==> src/rtl/seg7_scan_decoder_if.sv <==
// Display-side bus of the seven-segment scan decoder: the pins being observed
// and the decoded frame word presented to downstream logic.
interface seg7_scan_decoder_if #(
  parameter int NUM_DIGITS = 4
);
  logic [NUM_DIGITS-1:0]   an;
  logic [7:0]              seg;
  logic [4*NUM_DIGITS-1:0] hex_val;
  logic [NUM_DIGITS-1:0]   dp_val;
  logic [NUM_DIGITS-1:0]   digit_err;
  logic                    frame_valid;
  logic                    changed;

  // Side that drives the display pins and consumes decoded frames.
  modport master (
    output an, seg,
    input  hex_val, dp_val, digit_err, frame_valid, changed
  );

  // The decoder: watches the pins, produces decoded frames.
  modport slave (
    input  an, seg,
    output hex_val, dp_val, digit_err, frame_valid, changed
  );
endinterface

==> src/rtl/seg7_scan_decoder.sv <==
// Seven-segment scan decoder: samples a multiplexed active-low display bus,
// waits for each digit to settle, decodes glyphs back to nibbles and publishes
// a full word once every digit has been captured.
module seg7_scan_decoder #(
  parameter int NUM_DIGITS    = 4,
  parameter int STABLE_CYCLES = 4
) (
  input logic               clk,
  input logic               rst,
  seg7_scan_decoder_if.slave bus
);
  localparam int CW = $clog2(STABLE_CYCLES) + 1;
  localparam logic [CW-1:0] CNT_ONE    = CW'(1);
  localparam logic [CW-1:0] CNT_STABLE = CW'(STABLE_CYCLES);

  // Returns {legal, nibble}; anything outside the glyph set (blank included) is illegal.
  function automatic logic [4:0] decode_glyph(input logic [6:0] g);
    case (g)
      7'h40:   decode_glyph = 5'h10;
      7'h79:   decode_glyph = 5'h11;
      7'h24:   decode_glyph = 5'h12;
      7'h30:   decode_glyph = 5'h13;
      7'h19:   decode_glyph = 5'h14;
      7'h12:   decode_glyph = 5'h15;
      7'h02:   decode_glyph = 5'h16;
      7'h78:   decode_glyph = 5'h17;
      7'h00:   decode_glyph = 5'h18;
      7'h10:   decode_glyph = 5'h19;
      7'h08:   decode_glyph = 5'h1A;
      7'h03:   decode_glyph = 5'h1B;
      7'h46:   decode_glyph = 5'h1C;
      7'h21:   decode_glyph = 5'h1D;
      7'h06:   decode_glyph = 5'h1E;
      7'h0E:   decode_glyph = 5'h1F;
      default: decode_glyph = 5'h00;
    endcase
  endfunction

  logic [NUM_DIGITS-1:0]   s_an_q, p_an_q;
  logic [7:0]              s_seg_q, p_seg_q;
  logic [CW-1:0]           cnt_q, cnt_d;
  logic                    active, differ, strobe;
  logic [NUM_DIGITS-1:0]   cap_vec;
  logic [4:0]              dec;
  logic [NUM_DIGITS-1:0]   mask_q, mask_d;
  logic                    commit;
  logic [4*NUM_DIGITS-1:0] stage_hex_q, stage_hex_d;
  logic [NUM_DIGITS-1:0]   stage_dp_q, stage_dp_d;
  logic [NUM_DIGITS-1:0]   stage_err_q, stage_err_d;
  logic [4*NUM_DIGITS-1:0] hex_val_q;
  logic [NUM_DIGITS-1:0]   dp_val_q, digit_err_q;
  logic                    frame_valid_q, changed_q;

  // Input sampling plus a one-deep history used to detect a changing bus.
  always_ff @(posedge clk or posedge rst) begin
    if (rst) begin
      s_an_q  <= '1;
      s_seg_q <= 8'hFF;
      p_an_q  <= '1;
      p_seg_q <= 8'hFF;
    end else begin
      s_an_q  <= bus.an;
      s_seg_q <= bus.seg;
      p_an_q  <= s_an_q;
      p_seg_q <= s_seg_q;
    end
  end

  assign active = $onehot(~s_an_q);
  assign differ = {s_an_q, s_seg_q} != {p_an_q, p_seg_q};
  assign dec    = decode_glyph(s_seg_q[6:0]);
  assign commit = &mask_q;

  // Stability counter holds the current run length (1 on the first sample of
  // a new pattern) so the strobe lands on exactly the STABLE_CYCLES-th sample.
  always_comb begin
    cnt_d  = cnt_q;
    strobe = 1'b0;
    if (!active) begin
      cnt_d = '0;
    end else if (differ) begin
      cnt_d  = CNT_ONE;
      strobe = (STABLE_CYCLES == 1);
    end else if (cnt_q < CNT_STABLE) begin
      cnt_d  = cnt_q + CNT_ONE;
      strobe = (cnt_q + CNT_ONE) == CNT_STABLE;
    end
  end

  // An active sample has exactly one low anode, so its inverse is the digit's capture bit.
  assign cap_vec = strobe ? ~s_an_q : '0;
  assign mask_d  = (commit ? '0 : mask_q) | cap_vec;

  // Staging update for the captured digit; an illegal glyph keeps the old nibble.
  always_comb begin
    stage_hex_d = stage_hex_q;
    stage_dp_d  = stage_dp_q;
    stage_err_d = stage_err_q;
    for (int i = 0; i < NUM_DIGITS; i++) begin
      if (cap_vec[i]) begin
        stage_dp_d[i]  = ~s_seg_q[7];
        stage_err_d[i] = ~dec[4];
        if (dec[4]) begin
          stage_hex_d[4*i +: 4] = dec[3:0];
        end
      end
    end
  end

  // Counter, capture mask and staging registers.
  always_ff @(posedge clk or posedge rst) begin
    if (rst) begin
      cnt_q       <= '0;
      mask_q      <= '0;
      stage_hex_q <= '0;
      stage_dp_q  <= '0;
      stage_err_q <= '0;
    end else begin
      cnt_q       <= cnt_d;
      mask_q      <= mask_d;
      stage_hex_q <= stage_hex_d;
      stage_dp_q  <= stage_dp_d;
      stage_err_q <= stage_err_d;
    end
  end

  // Frame commit: outputs take the staged frame and pulse frame_valid/changed.
  always_ff @(posedge clk or posedge rst) begin
    if (rst) begin
      hex_val_q     <= '0;
      dp_val_q      <= '0;
      digit_err_q   <= '0;
      frame_valid_q <= 1'b0;
      changed_q     <= 1'b0;
    end else begin
      frame_valid_q <= commit;
      changed_q     <= commit && (stage_hex_q != hex_val_q);
      if (commit) begin
        hex_val_q   <= stage_hex_q;
        dp_val_q    <= stage_dp_q;
        digit_err_q <= stage_err_q;
      end
    end
  end

  assign bus.hex_val     = hex_val_q;
  assign bus.dp_val      = dp_val_q;
  assign bus.digit_err   = digit_err_q;
  assign bus.frame_valid = frame_valid_q;
  assign bus.changed     = changed_q;
endmodule

==> src/flat_wrapper.sv <==
// flat-port wrapper written by rule: the top's interface ports become plain ports
module seg7_scan_decoder_flat 
#(
  parameter int NUM_DIGITS    = 4,
  parameter int STABLE_CYCLES = 4
)
  (clk, rst, bus_an, bus_seg, bus_hex_val, bus_dp_val, bus_digit_err, bus_frame_valid, bus_changed);
  seg7_scan_decoder_if #(.NUM_DIGITS(NUM_DIGITS)) bus_i ();
  input logic clk;
  input logic rst;
  input wire logic [$bits(bus_i.an)-1:0] bus_an;
  input wire logic [$bits(bus_i.seg)-1:0] bus_seg;
  output wire logic [$bits(bus_i.hex_val)-1:0] bus_hex_val;
  output wire logic [$bits(bus_i.dp_val)-1:0] bus_dp_val;
  output wire logic [$bits(bus_i.digit_err)-1:0] bus_digit_err;
  output wire logic [$bits(bus_i.frame_valid)-1:0] bus_frame_valid;
  output wire logic [$bits(bus_i.changed)-1:0] bus_changed;
  assign bus_i.an = bus_an;
  assign bus_i.seg = bus_seg;
  assign bus_hex_val = bus_i.hex_val;
  assign bus_dp_val = bus_i.dp_val;
  assign bus_digit_err = bus_i.digit_err;
  assign bus_frame_valid = bus_i.frame_valid;
  assign bus_changed = bus_i.changed;
  seg7_scan_decoder #(.NUM_DIGITS(NUM_DIGITS), .STABLE_CYCLES(STABLE_CYCLES)) u_core (.clk(clk), .rst(rst), .bus(bus_i));
endmodule
==> config.mk <==
export PLATFORM = sky130hd
export DESIGN_NAME = seg7_scan_decoder_flat
export DESIGN_NICKNAME = d
export VERILOG_FILES = /design/src/rtl/seg7_scan_decoder_if.sv /design/src/rtl/seg7_scan_decoder.sv /design/src/flat_wrapper.sv
export SDC_FILE = /design/constraint.sdc
export NUM_CORES = 1
export LEC_CHECK = 0
export CORE_ASPECT_RATIO = 1.2
export CORE_MARGIN = 2
export CORE_UTILIZATION = 55
export CTS_CLUSTER_DIAMETER = 80
export DETAILED_ROUTE_END_ITERATION = 7
export PLACE_DENSITY = 0.9
export SLEW_MARGIN = 20
export SYNTH_ARGS = -nofsm -noshare
export SYNTH_HDL_FRONTEND = slang
export SYNTH_SLANG_ARGS = --single-unit
==> constraint.sdc <==
create_clock -name clk -period 4.02 [get_ports clk]
set_input_delay 1.005 -clock clk [delete_from_list [all_inputs] [get_ports clk]]
set_output_delay 1.005 -clock clk [all_outputs]
set_load 0.02 [all_outputs]
# After elaboration in Yosys (flattened, before gate mapping)
# Index checks and enable logic that the tools add are counted.
totals:
  register_bits: 81
  out_inout_bits: 26
  elab_cells: 68
classes:
  add_sub_neg: 4
  n_lt_le_gt_ge: 1
  eq_ne: 20
  n_mux: 9
  bitwise: 4
  n_reduce_logical: 7
ops:
  columns: ["cell", "n"]
  rows:
  - ["$pmux 5 s16", 1]
  - ["$eq 7x7->1 const B", 4]
  - ["$eq 7x5->1 const B", 3]
  - ["$eq 7x6->1 const B", 3]
  - ["$ne 16x16->1", 1]
  - ["$eq 7x2->1 const B", 2]
  - ["$eq 7x4->1 const B", 2]
  - ["$ne 12x12->1", 1]
  - ["$mux 3", 3]
  - ["$mux 4", 2]
  - ["$reduce_and 2->1", 4]
  - ["$eq 7x3->1 const B", 1]
  - ["$logic_not 7->1", 1]
  - ["$add 1x1->2", 2]
  - ["$not 4->4", 1]
  - ["$or 4x4->4", 1]
  - ["$reduce_and 4->1", 1]
  - ["$add 3x1->3 const B", 1]
  - ["$add 3x3->3", 1]
  - ["$eq 3x1->1 const B", 1]
  - ["$eq 3x3->1 const B", 1]
  - ["$lt 3x3->1 const B", 1]
  - ["$mux 1", 3]
  - ["$ne 3x3->1 const B", 1]
  - ["other kinds (2)", 3]

# Depth between registers and ports, before layout
logic_depth:
  word_depth: 7
  ltp_mapped: 10

# Least setup slack after synthesis
# No wires, ideal clock.
synth_path:
  path_type: "register to register"
  from: "reg u_core.s_an_q[2]"
  to: "reg u_core.stage_err_q[0]"
  arrival_time_ns: 3.019
  setup_slack_ns: 0.876
  path_stages_with_launch: 11
  n_path_buf: 1
  path_cell_list: "dfstp_2 > inv_1 > ha_1 > ha_1 > fa_1 > or3b_1 > nor3_1 > nand4_2 > buf_4 > nor2_2 > mux2_2"
synth_between:
  elab_chain_len: 6
synth_lines:
  columns: ["element", "line_no", "source"]
  rows:
  - ["start: declaration", "seg7_scan_decoder.sv:39", "logic [NUM_DIGITS-1:0] s_an_q, p_an_q;"]
  - ["start signal: assignment", "seg7_scan_decoder.sv:62", "s_an_q <= bus.an;"]
  - ["$not 4->4", "seg7_scan_decoder.sv:69", "assign active = $onehot(~s_an_q);"]
  - ["$add 1x1->2 (implied by the code)", "seg7_scan_decoder.sv:69", null]
  - ["$add 3x3->3 (implied by the code)", "seg7_scan_decoder.sv:69", null]
  - ["$eq 3x1->1", "seg7_scan_decoder.sv:69", null]
  - ["$mux 1 *", "seg7_scan_decoder.sv:79", "if (!active) begin"]
  - ["$mux 4 *", "seg7_scan_decoder.sv:91", "assign cap_vec = strobe ? ~s_an_q : '0;"]
  - ["end signal: assignment", "seg7_scan_decoder.sv:123", "stage_err_q <= stage_err_d;"]
  - ["end: declaration", "seg7_scan_decoder.sv:49", "logic [NUM_DIGITS-1:0] stage_err_q, stage_err_d;"]
# Every way passes the cells marked *; elsewhere a longest branch is shown, timed or not.
# A chain may end at the register's enable or synchronous reset.

# Worst setup path after layout
layout_path:
  from: "reg u_core.s_an_q[0]"
  to: "reg u_core.stage_hex_q[0]"
layout_between:
  elab_chain_len: 7
layout_lines:
  columns: ["element", "line_no", "source"]
  rows:
  - ["$not 4->4", "seg7_scan_decoder.sv:69, seg7_scan_decoder.sv:91", null]
  - ["$add 1x1->2 (implied by the code)", "seg7_scan_decoder.sv:69", null]
  - ["$add 3x3->3 (implied by the code)", "seg7_scan_decoder.sv:69", null]
  - ["$eq 3x1->1", "seg7_scan_decoder.sv:69", null]
  - ["$mux 1", "seg7_scan_decoder.sv:79", null]
  - ["$mux 4 *", "seg7_scan_decoder.sv:91", null]
  - ["$reduce_and 2->1 (no source line) *", null, null]
  - ["end signal: assignment", "seg7_scan_decoder.sv:121", "stage_hex_q <= stage_hex_d;"]
  - ["end: declaration", "seg7_scan_decoder.sv:47", "logic [4*NUM_DIGITS-1:0] stage_hex_q, stage_hex_d;"]
# Marked as above.

==> metrics.cfg <==
[clocking]
cts.sinks=81
tritoncts=built
cts_root_buffer=clkbuf_8
cts_resized=0
h-tree-depth=3
cts-hold-fix-buffers=0
path_clk_slew_ns=0.09
clock_latency_ns=0.36
cts_buffers=9
cts_buffer_depth=2
cts_setup_buffers=0

[worst_setup_path]
critPathKind=register to register
crit_slowest_cell=dfstp_2
cp_data_arrival_time_ns=3.92
worstPathCellList=inv_1 > ha_1 > ha_1 > fa_1 > or3b_1 > nor3_1 > nand4_2 > a211oi_2 > mux2_1
cp.required_ns=4.27
cp_top_family=simple AND/OR/NAND/NOR gates
setup.worst_path.end_class=register
cp_common_cell=ha_1
crit_buf_inv=1
critPathMaxFanout=14
critPathLaunchType=register
r2r_slack_ns=0.35
max_stage_delay_ns=0.60

[finish]
drive_above_1_share_pct=17.0
num-fill-cells=480
area_delta_synth_final_pct=17.4
fin_cells=450
fin_nets=380
antennaDiodeCount=0

[global_route]
grt_pass1_wl_um=12400
grt.busiest_layer=met2
grt_overflow_total=0
antenna_found_initial=0
gr-usage-met1_pct=27.8
grt_start_max_net_pins=36
met2_usage_pct=38.2
use_met3_pct=5.65
grtUsageTotal_pct=22.6
grt_pass1_vias=2547

[route]
vias=2500
drcViolationCount=0
wl_per_cell_um=15.9
via_per_inst=5.56
drt_iter0_drc=154
drtPass1Iterations=4
totalWireLength_um=7140
final_antenna_net_count=0

[sta]
setup_viol=0
finalCritPeriodShare_pct=91.4
final_max_slew_viol_count=0
hold_viol=0
fin_setup_tns_ns=0
grt_setup_unrepaired=no
fin_crit_ns=3.67
relSlewSlack_pct=62.6
clock_skew_ns=0.0114
fmax_ghz=0.272
fin_ws_ns=0.347
tightest_slew_ns=0.557

[synthesis]
ys_seq_area_share_pct=56.8
yosys.cell_types.count=56
async_flop_share_pct=100
synthFlopType=dfrtp_1
ys_warn_count=0
syn_avg_cell_area_um2=11.3
netlist_area_mm2=0.00362
synth_nets=340
synth_edf_count=0
synth-seq-cells=81
syn_inst=320

[floorplan]
die_area_mm2=0.00725
ioPinCount=40
core_region_area_mm2=0.00641
start_util_pct=56.5
rows=32
die_w_um=78.1
dieHeight_um=92.9

[place]
post-place-cells=434
numPortBuffers=39
pre_cts_ws_ns=0.402
post-dp-hpwl_um=5130
gp_congestion=0.841

[min_path]
hold_class=register to register

[job]
max_cap_viol_count=0

[status]
status=complete, no violations

[pwr]
power_leakage_nw=1.91
peakVddDrop_mv=0.224
power_density_mw_per_mm2=355

worst register-to-register path, cell delays in order, from the launching register on:
cell,delay (ns)
dfstp_2,0.60
inv_1,0.08
ha_1,0.31
ha_1,0.20
fa_1,0.44
or3b_1,0.45
nor3_1,0.25
nand4_2,0.39
a211oi_2,0.46
mux2_1,0.39
sequential cells by signal, indices dropped and copies added, names as in the netlist:
register                cells
u_core.bus.changed          1
u_core.s_seg_q              8
u_core.mask_q               4
u_core.bus.digit_err        4
u_core.stage_dp_q           4
u_core.p_an_q               4
u_core.bus.dp_val           4
u_core.stage_err_q          4
u_core.s_an_q               4
u_core.cnt_q                3
u_core.stage_hex_q         16
u_core.bus.frame_valid      1
u_core.bus.hex_val         16
u_core.p_seg_q              8
final cells by class:
type,count,area [um^2],area share [%]
well taps,85,106,2.50
flip-flops and latches,81,2060,48.4
repair buffers,42,413,9.72
clock inverters,6,50.0,1.18
clock buffers,10,138,3.24
multi-input cells,214,1440,33.9
inverters,12,45.0,1.06
layout by cell type, fill, tap and decap left out, types with 2 or more instances in the layout:
| master | count |
|---|---|
| nor3_1 | 7 |
| o22a_1 | 4 |
| inv_1 | 10 |
| mux2_2 | 4 |
| mux2i_1 | 4 |
| dfstp_2 | 24 |
| ha_1 | 5 |
| and2_1 | 3 |
| nand4_1 | 5 |
| buf_4 | 3 |
| a211oi_2 | 4 |
| or3b_1 | 2 |
| dfrtp_1 | 57 |
| nand4b_1 | 3 |
| inv_6 | 3 |
| and3b_1 | 2 |
| o21ai_0 | 7 |
| o22ai_1 | 4 |
| nand2_1 | 72 |
| clkdlybuf4s50_1 | 39 |
| a21oi_1 | 2 |
| or3_1 | 2 |
| xnor2_1 | 18 |
| clkbuf_8 | 10 |
| nor2_1 | 10 |
| mux2_1 | 4 |
| clkinvlp_4 | 2 |
| a2bb2oi_1 | 4 |
| nor4_2 | 3 |
| nand3_1 | 3 |
| a21o_1 | 2 |
| nand2b_1 | 5 |
| xor2_1 | 12 |
cells in the mapped netlist (all sizes together) (2+ instances only):
| cell type | instances | area, um^2 |
|---|---|---|
| a21o | 2 | 15.0 |
| nand2b | 5 | 31.3 |
| nand4b | 3 | 26.3 |
| clkbuf | 4 | 15.0 |
| and3b | 2 | 17.5 |
| o22ai | 4 | 25.0 |
| mux2i | 4 | 40.0 |
| a2bb2oi | 4 | 35.0 |
| ha | 5 | 62.6 |
| nand2 | 72 | 270 |
| dfrtp | 57 | 1430 |
| nor4 | 5 | 65.1 |
| o21ai | 7 | 35.0 |
| inv | 11 | 41.3 |
| and2 | 3 | 18.8 |
| nor2 | 12 | 55.1 |
| xor2 | 12 | 105 |
| a211oi | 5 | 57.6 |
| nand4 | 6 | 43.8 |
| o22a | 4 | 35.0 |
| or3 | 2 | 12.5 |
| nor3 | 7 | 35.0 |
| buf | 9 | 62.6 |
| xnor2 | 18 | 158 |
| dfstp | 24 | 631 |
| a21oi | 3 | 26.3 |
| or3b | 3 | 26.3 |
| mux2 | 8 | 90.1 |
| nand3 | 3 | 15.0 |
cell families after synthesis:
family / Yosys count / synth area share (%)
multiplexers: 12 / 3.59
flip-flops: 81 / 56.8
adder cells (fa/ha/maj): 6 / 2.28
AO/OA/AOI/OAI: 36 / 7.92
AND/OR/NAND/NOR: 130 / 18.7
XOR/XNOR: 30 / 7.26
buffers and inverters: 25 / 3.39
path summary, 6_finish.rpt:
path	start	end	cells after the start
worst max-delay path	u_core.s_an_q[0]$_DFF_PP1_	u_core.stage_hex_q[0]$_DFFE_PP0P_	9
worst max register to register	u_core.s_an_q[0]$_DFF_PP1_	u_core.stage_hex_q[0]$_DFFE_PP0P_	9
min in group asynchronous	rst	u_core.bus.hex_val[11]$_DFFE_PP0P_	2
worst min-delay path	u_core.s_an_q[2]$_DFF_PP1_	u_core.p_an_q[2]$_DFF_PP1_	0
worst min register to register	u_core.s_an_q[2]$_DFF_PP1_	u_core.p_an_q[2]$_DFF_PP1_	0
max in group asynchronous	rst	u_core.s_an_q[0]$_DFF_PP1_	3
power breakdown:
part,switching [mW],leakage [nW],internal [mW]
Clock,0.313,0.0899,0.249
Combinational,0.0453,0.770,0.0367
Sequential,0.0238,1.05,0.839
Total,0.382,1.91,1.12
per-layer routing:
| metal | vias up | wire length [um] |
|---|---|---|
| met4 | 0 | 153 |
| met1 | 1247 | 2850 |
| met3 | 14 | 343 |
| li1 | 1161 | - |
| met5 | - | 0 |
| met2 | 78 | 3800 |
per-stage QoR:
stage / hold slack, ns / area (um^2) / power, mW / utilization [%]
finish: 0.407 / 4250 / 1.51 / 66.3
global route: 0.414 / 4250 / 1.57 / 66.3
CTS: 0.409 / 4250 / 1.52 / 66.3
detailed placement: 0.403 / 4060 / 0.959 / 63.4
global placement: 0.392 / 4060 / 0.954 / 63.4
floorplan: 0.357 / 3620 / 0.929 / -
No activity file was read; power rests on OpenSTA's default activity.
